$ cat src/rtl/reg_file_mp.sv
// reg_file_mp: multi-read-port register file with pending-write scoreboard and post-reset clear sequencer.
// Define REGFILE_BYPASS_EN to forward same-cycle write data to matching read ports.
module reg_file_mp #(
  parameter int WIDTH = 32,
  parameter int DEPTH = 32,
  parameter int NRD = 2,
  localparam int AW = $clog2(DEPTH)
) (
  input  logic               clk,
  input  logic               rst_n,
  output logic               rdy,
  input  logic [NRD*AW-1:0]  ra,
  output logic [NRD*WIDTH-1:0] rd,
  output logic [NRD-1:0]     rpend,
  input  logic               we,
  input  logic [AW-1:0]      wa,
  input  logic [WIDTH-1:0]   wd,
  input  logic               alloc,
  input  logic [AW-1:0]      alloc_a
);
  typedef enum logic {INIT, RUN} state_t;
  state_t           r_state;
  logic [AW-1:0]    r_ptr;
  logic             r_rdy;
  logic [DEPTH-1:0] r_pend;
  logic [WIDTH-1:0] r_rf [DEPTH];
  logic             w_wr;
  assign w_wr = r_state == RUN && we && wa != '0;
  assign rdy = r_rdy;
  always_ff @(posedge clk or negedge rst_n)
    if (!rst_n) begin
      r_state <= INIT;
      r_ptr <= AW'(1);
      r_rdy <= 1'b0;
      r_pend <= '0;
    end else if (r_state == INIT) begin
      r_ptr <= r_ptr + AW'(1);
      if (r_ptr == AW'(DEPTH - 1)) begin
        r_state <= RUN;
        r_rdy <= 1'b1;
      end
    end else begin
      if (w_wr) r_pend[wa] <= 1'b0;
      if (alloc && alloc_a != '0) r_pend[alloc_a] <= 1'b1;
    end
  // Storage has no reset; the INIT sweep zeroes it instead.
  always_ff @(posedge clk)
    if (r_state == INIT) r_rf[r_ptr] <= '0;
    else if (w_wr) r_rf[wa] <= wd;
  for (genvar i = 0; i < NRD; i++) begin : g_rd
    logic [AW-1:0] w_a;
    logic          w_byp;
    assign w_a = ra[i*AW +: AW];
`ifdef REGFILE_BYPASS_EN
    assign w_byp = w_wr && w_a == wa;
`else
    assign w_byp = 1'b0;
`endif
    assign rd[i*WIDTH +: WIDTH] = (!r_rdy || w_a == '0) ? '0 : w_byp ? wd : r_rf[w_a];
    assign rpend[i] = r_rdy && w_a != '0 && !w_byp && r_pend[w_a];
  end
endmodule

$ cat config.mk
export PLATFORM = sky130hd
export DESIGN_NAME = reg_file_mp
export DESIGN_NICKNAME = d
export VERILOG_FILES = /design/src/rtl/reg_file_mp.sv
export SDC_FILE = /design/constraint.sdc
export NUM_CORES = 1
export LEC_CHECK = 0
export CAP_MARGIN = 20
export CORE_ASPECT_RATIO = 1.5
export CORE_MARGIN = 1.5
export CORE_UTILIZATION = 40
export DETAILED_ROUTE_END_ITERATION = 6
export DONT_BUFFER_PORTS = 1
export GPL_TIMING_DRIVEN = 0
export SLEW_MARGIN = 20
export SYNTH_ARGS = -nofsm -noshare
export SYNTH_HDL_FRONTEND = slang
export SYNTH_SLANG_ARGS = --single-unit
$ cat constraint.sdc
create_clock -name clk -period 9.8 [get_ports clk]
set_input_delay 2.45 -clock clk [delete_from_list [all_inputs] [get_ports clk]]
set_output_delay 2.45 -clock clk [all_outputs]
set_load 0.03 [all_outputs]
==> results of run 1 <==
==> flip-flops by register name, summed over array words and instances, names as in the netlist <==
name	count
r_pend	32
r_ptr	5
r_state	1
rdy	1
r_rf	1024
==> power breakdown <==
part	total [mW]	leakage, nW	switching (mW)	internal, mW
combinational	1.03	7.38	0.710	0.316
clock	3.81	1.48	1.78	2.03
sequential	5.03	11.1	0.0173	5.01
==> cells in the mapped netlist (3+ instances only) <==
master and instances:
buf_1 8, a21boi_1 3, nor2b_1 18, buf_4 26
dfrtp_1 38, a21oi_1 26, clkbuf_1 70, a211oi_1 9
mux2i_1 307, edfxtp_1 1024, xnor2_1 3, nor3_1 11
nor2_1 45, o21ai_0 60, mux2_2 50, buf_6 33
nand3b_1 11, o22ai_1 33, nand4_1 12, mux4_2 442
or3_1 7, a22oi_1 61, nand3_1 57, o221ai_1 32
or2_2 21, inv_1 5, o22a_1 24, buf_2 72
a211o_1 24, a31oi_1 24, and2_1 36, nand2_1 62
==> worst min path at each step <==
stage | startpoint | endpoint | depth (start not counted)
floorplan | r_pend[0]$_DFFE_PN0P_ | r_pend[0]$_DFFE_PN0P_ | 1
global placement | r_pend[0]$_DFFE_PN0P_ | r_pend[0]$_DFFE_PN0P_ | 1
detailed placement | r_ptr[0]$_DFFE_PN1N_ | r_ptr[0]$_DFFE_PN1N_ | 1
CTS | r_ptr[0]$_DFFE_PN1N_ | r_ptr[0]$_DFFE_PN1N_ | 1
global route | r_pend[0]$_DFFE_PN0P_ | r_pend[0]$_DFFE_PN0P_ | 1
finish | r_ptr[0]$_DFFE_PN1N_ | r_ptr[0]$_DFFE_PN1N_ | 1
==> worst max-delay path: stages <==
cell      delay (ns)
buf_2           0.34
buf_2           0.56
buf_2           0.48
clkbuf_1        0.76
a211oi_1        0.30
nor3_2          0.91
==> cell families (layout without fill, tap and decap cells) <==
logic type	after synthesis	in the layout	synth area share
AOI/OAI and AO/OA	306	306	0.0425
xor gates and xnor gates	3	3	0.000523
adders and majority gates	2	2	0.000498
buffers and inverters	216	447	0.0252
DFF	1063	1063	0.631
muxes	799	799	0.270
other	0	12	0
and+or+nand+nor	288	288	0.0295
==> final cells by class <==
cell class                 count  area [sq um]
tap                         1610          2010
fill                       10500         67900
buffer                       211          1250
sequential                  1063         31700
timing repair buffer          54          1140
clock buffer                 117          2520
clock inverter                60           534
inverter                       5          18.8
antenna                       12          30.0
multi-input combinational   1398         17800
==> per-stage QoR <==
stage / instance area [sq um] / util / hold slack [ns]
5_1_grt: 57000 / 0.456 / 0.531
6_report: 57000 / 0.457 / 0.505
4_1_cts: 57000 / 0.456 / 0.509
3_3_place_gp: 52300 / 0.418 / 0.485
3_5_place_dp: 53900 / 0.431 / 0.498
2_1_floorplan: 50300 / - / 0.441
==> per-layer routing <==
layer,vias up,part of all wire
li1,11700,-
met1,16500,0.34
met2,2126,0.50
met3,503,0.099
met4,6,0.064
met5,-,0.00022
==> metrics.csv, run 1 <==
metric,value,unit
number of H-tree levels,3,
R2R Path Start,r_state$_DFF_PN0_,
status,completed,
Hold Buf Count CTS,0,
CTS tree,yes,
core footprint,125000,sq um
share of layout cells above drive strength 1,0.325,
io pins,123,
"Slew Viols, Final",0,
most frequent cells in the layout,"edfxtp_1 (1024), mux4_2 (442), mux2i_1 (307), clkbuf_16 (98), clkbuf_1 (88)",
largest net degree at the start of global routing,40,
"FF+latch count, synth",1063,
Port Buf Inserts,0,
Mapped Cells,2677,
gr usage total,0.299,
Worst Setup SP,ra[7],
antenna violations before repair,16,
Die ar.,128000,sq um
CTS buffer count,97,
area of the mapped netlist,50300,sq um
vias in the first global route,31300,
Critical Path RT,7.35,ns
GRT overflow,0,
"most common cell after layout, fill and taps aside",edfxtp_1,
Layout area overhead,13.5,%
final setup violation count,0,
Tot Pwr,9.86,mW
Synth top area share,0.612,
slack of the critical path,1.47,ns
GR peak layer,met2,
average wire per standard cell,42.4,microns
"EDFF count, synth",1024,
Critical Path Source Type,input pin,
Final Wtd Congestion,0.958,
Mapped Avg Cell Area,18.8,sq um
initial core utilization,0.402,
crit path max fanout,10,
clk_lat worst skew,0.72,ns
drt total wl,192000,microns
First-pass DRT Iterations,6,
Tmin final,8.33,ns
Static Leak,20.0,nW
clk slew on worst S/H paths,0.06,ns
Syn. warnings,0,
sequential fraction of the synthesis area,0.631,
clk sinks,1063,
CP Capture Point,rd[37],
setup_tns,0,ns
Die Width,292,microns
Fin Clk Skew,0.0247,ns
Worst Setup End Kind,output pin,
row count,159,
Final nets,2888,
kind of critical path,input pin to output pin,
Hold Crit Class,flop to flop,
Reg2Reg Depth,6,
vias after detailed routing,30900,
GR Util met3,0.0666,
fin cells,4530,
RSZ-0062 raised after global routing,no,
DRT antenna net count,0,
slew margin rel.,0.191,
Cell variety after synth,49,
CTS Buffer Depth,3,
FMAX,120,MHz
Final Cycle Share,0.851,
Post-Place Cells,4341,
max-cap violations,0,
maximum vdd drop,0.000156,V
first-pass GRT wire length,260000,microns
PwrDens,173,nW/um^2
Worst EP arrival,5.88,ns
DRC Markers,0,
Final HPWL DP,140000,microns
Post-CTS Setup Bufs,0,
flop2flop setup slack,6.54,ns
Worst Tran Pin Value,1.21,ns
largest cells by area after synthesis,"edfxtp_1 (61%), mux4_2 (20%), mux2i_1 (6.1%), dfrtp_1 (1.9%), mux2_2 (1.1%)",
R2R Path End,r_rf[29][16]$_DFFE_PP_,
Synth Flop Type,edfxtp_1,
synthesized net count,2735,
vias per std cell,6.81,
global routing usage on met2,0.503,
Die H,437,microns
met1 Usage GRT,0.354,
Post-CTS Resized,0,
share of flip-flops with an asynchronous set or reset,0.0367,
pre-CTS setup slack,1.52,ns
endpoints failing hold,0,
root buffer cell,clkbuf_16,
Initial DRC Count,3755,
cell taking the most area after synthesis,edfxtp_1,
(Power assumes the default switching activity.)
==> run 2, diff against run 1 <==
Settings changed: REMOVE_ABC_BUFFERS set to 1.
==> run 2 against run 1 <==
The run now ends with slew limit left; first-iteration DRC count fell by 17%; via count fell by 6.8%; core utilization down 0.12 points; setup slack improved by 0.52 ns; largest cell class unchanged; worst hold slack worse by 0.074 ns; sequential share of layout area grew 0.14 points; clock power is 2% lower; clock skew down 0.0034 ns; register-to-register slack got worse by 0.07 ns.
==> metrics.csv, run 2 (synthesized netlist as in run 1, its figures left out) <==
metric,value,unit,change
status,"complete, but fails checks",,
violated checks,slew limit,,
kind of critical path,input pin to output pin,,
Final Cycle Share,0.798,,-0.0529
first-pass GRT wire length,220000,microns,-15%
Largest regs,"r_rf x1024, r_pend x32, r_ptr x5",,
number of H-tree levels,3,,unchanged
Reg power frac,0.530,,+0.020
crit path max fanout,312,,+302
final setup violation count,0,,unchanged
max FFs per register,1024,,unchanged
Final HPWL DP,96500,microns,-31%
vias in the first global route,30400,,-3.0%
average wire per standard cell,35.4,microns,-17%
io pins,123,,unchanged
most frequent cells in the layout,"edfxtp_1 (1024), mux4_2 (442), mux2i_1 (307), clkbuf_16 (101), nand2_1 (62)",,
Worst EP arrival,5.37,ns,-0.51 ns
RSZ-0062 raised after global routing,no,,
Die ar.,128000,sq um,unchanged
Layout area overhead,13.2,%,
largest net degree at the start of global routing,313,,+680%
CP Buf/Inv Count,0,,-4
Critical Path RT,7.35,ns,about the same
CTS tree,yes,,
DRC Markers,0,,unchanged
Final Wtd Congestion,0.781,,-18%
Tot Pwr,9.48,mW,-3.9%
placed instance area,53700,sq um,-0.30%
CTS buffer count,99,,+2.1%
CTS Buffer Depth,3,,unchanged
PwrDens,167,nW/um^2,-3.6%
Clock power frac,0.396,,+0.010
clk sinks,1063,,unchanged
Die H,437,microns,unchanged
root buffer cell,clkbuf_16,,
Biggest register,r_rf,,
flop2flop setup slack,6.47,ns,-0.07 ns
Worst Setup End Kind,output pin,,
core footprint,125000,sq um,unchanged
vias per std cell,6.59,,-3.3%
Tmin final,7.82,ns,-0.519 ns
maximum vdd drop,0.000112,V,-28%
clk slew on worst S/H paths,0.06,ns,about the same
clk_lat worst skew,0.72,ns,about the same
Final nets,2731,,-5.4%
Comb power frac,0.074,,-0.030
setup_tns,0,ns,unchanged
endpoints failing hold,0,,unchanged
internal power,7.35,mW,-0.14%
FMAX,128,MHz,+6.6%
max-cap violations,0,,unchanged
Sw Ratio,0.225,,-0.0288
vias after detailed routing,28800,,-6.8%
Post-CTS Setup Bufs,0,,unchanged
"most common cell after layout, fill and taps aside",edfxtp_1,,
GRT overflow,0,,unchanged
Hold Buf Count CTS,0,,unchanged
slew margin rel.,-0.240,,-0.431
row count,159,,unchanged
antenna violations before repair,14,,-2
DRT antenna net count,0,,unchanged
drt total wl,155000,microns,-19%
Sw Pwr,2.13,mW,-15%
"delay-heaviest family, CP",compound AO/OA/AOI/OAI gates,,
First-pass DRT Iterations,7,,+1
Die Width,292,microns,unchanged
initial core utilization,0.402,,unchanged
CP peak stage delay,0.84,ns,-0.07 ns
Final Instance Area,56900,sq um,-0.25%
gr usage total,0.241,,-0.0582
Worst Tran Pin Value,1.86,ns,+0.647 ns
Hold Crit Class,flop to flop,,
Post-CTS Resized,0,,unchanged
Initial DRC Count,3133,,-17%
Port Buf Inserts,0,,unchanged
Fin Clk Skew,0.0213,ns,-0.00341 ns
"Slew Viols, Final",176,,+176
crit path cell chain,"mux4_2, mux2i_1, a211o_1, a31oi_1",,
Static Leak,19.8,nW,-1.0%
share of layout cells above drive strength 1,0.300,,-0.0257
"slowest stage cell, crit path",a31oi_1,,
fin util,0.455,,-0.00116
Critical Path Source Type,input pin,,
==> run 2: worst register-to-register path: stages (launching register included) <==
cell	delay, ns
dfrtp_1	0.59
nand2_1	0.28
a21oi_4	0.62
mux2_2	0.53
nor2_4	0.57
buf_16	0.25
buf_16	0.17
==> run 2: stage by stage <==
step           setup slack (ns)  std cells  hold WS, ns
5_1_grt                    1.94       4366        0.437
6_report                   1.98       4368        0.431
4_1_cts                    2.40       4362        0.424
3_5_place_dp               2.40       4180        0.400
2_1_floorplan              3.19       2466        0.365
3_3_place_gp              -2.72       4076        0.383
==> run 2: worst paths after layout <==
check                                           start  cells after the start                endpoint
min in group asynchronous                       rst_n                      0  r_pend[20]$_DFFE_PN0P_
worst max-delay path                            ra[6]                      4                  rd[34]
worst min register to register  r_pend[0]$_DFFE_PN0P_                      0   r_pend[0]$_DFFE_PN0P_
worst max register to register      r_state$_DFF_PN0_                      6  r_rf[17][19]$_DFFE_PP_
max in group asynchronous                       rst_n                      0    r_ptr[0]$_DFFE_PN1N_
worst min-delay path            r_pend[0]$_DFFE_PN0P_                      0   r_pend[0]$_DFFE_PN0P_
==> run 2: area by class of cell <==
class | count | area (sq um)
Clock buffer | 122 | 2610
Sequential cell | 1063 | 31700
Tap cell | 1610 | 2010
Antenna cell | 4 | 10.0
Clock inverter | 60 | 465
Fill cell | 10400 | 68000
Timing Repair Buffer | 106 | 2390
Multi-Input combinational cell | 1398 | 17700
Inverter | 5 | 18.8
==> run 2: power groups by stage <==
stage | logic [mW] | clock network [mW] | registers, mW
finish | 0.700 | 3.75 | 5.03
global route | 0.728 | 3.95 | 5.03
CTS | 0.663 | 3.79 | 5.03
detailed placement | 0.661 | 0 | 5.13
global placement | 0.602 | 0 | 5.13
floorplan | 0.451 | 0 | 5.12
==> run 2: routing by layer <==
layer	wire [microns]	GRT usage
met4	6080	0.0943
met1	57200	0.297
met5	89	0
met2	78500	0.412
met3	12600	0.0524
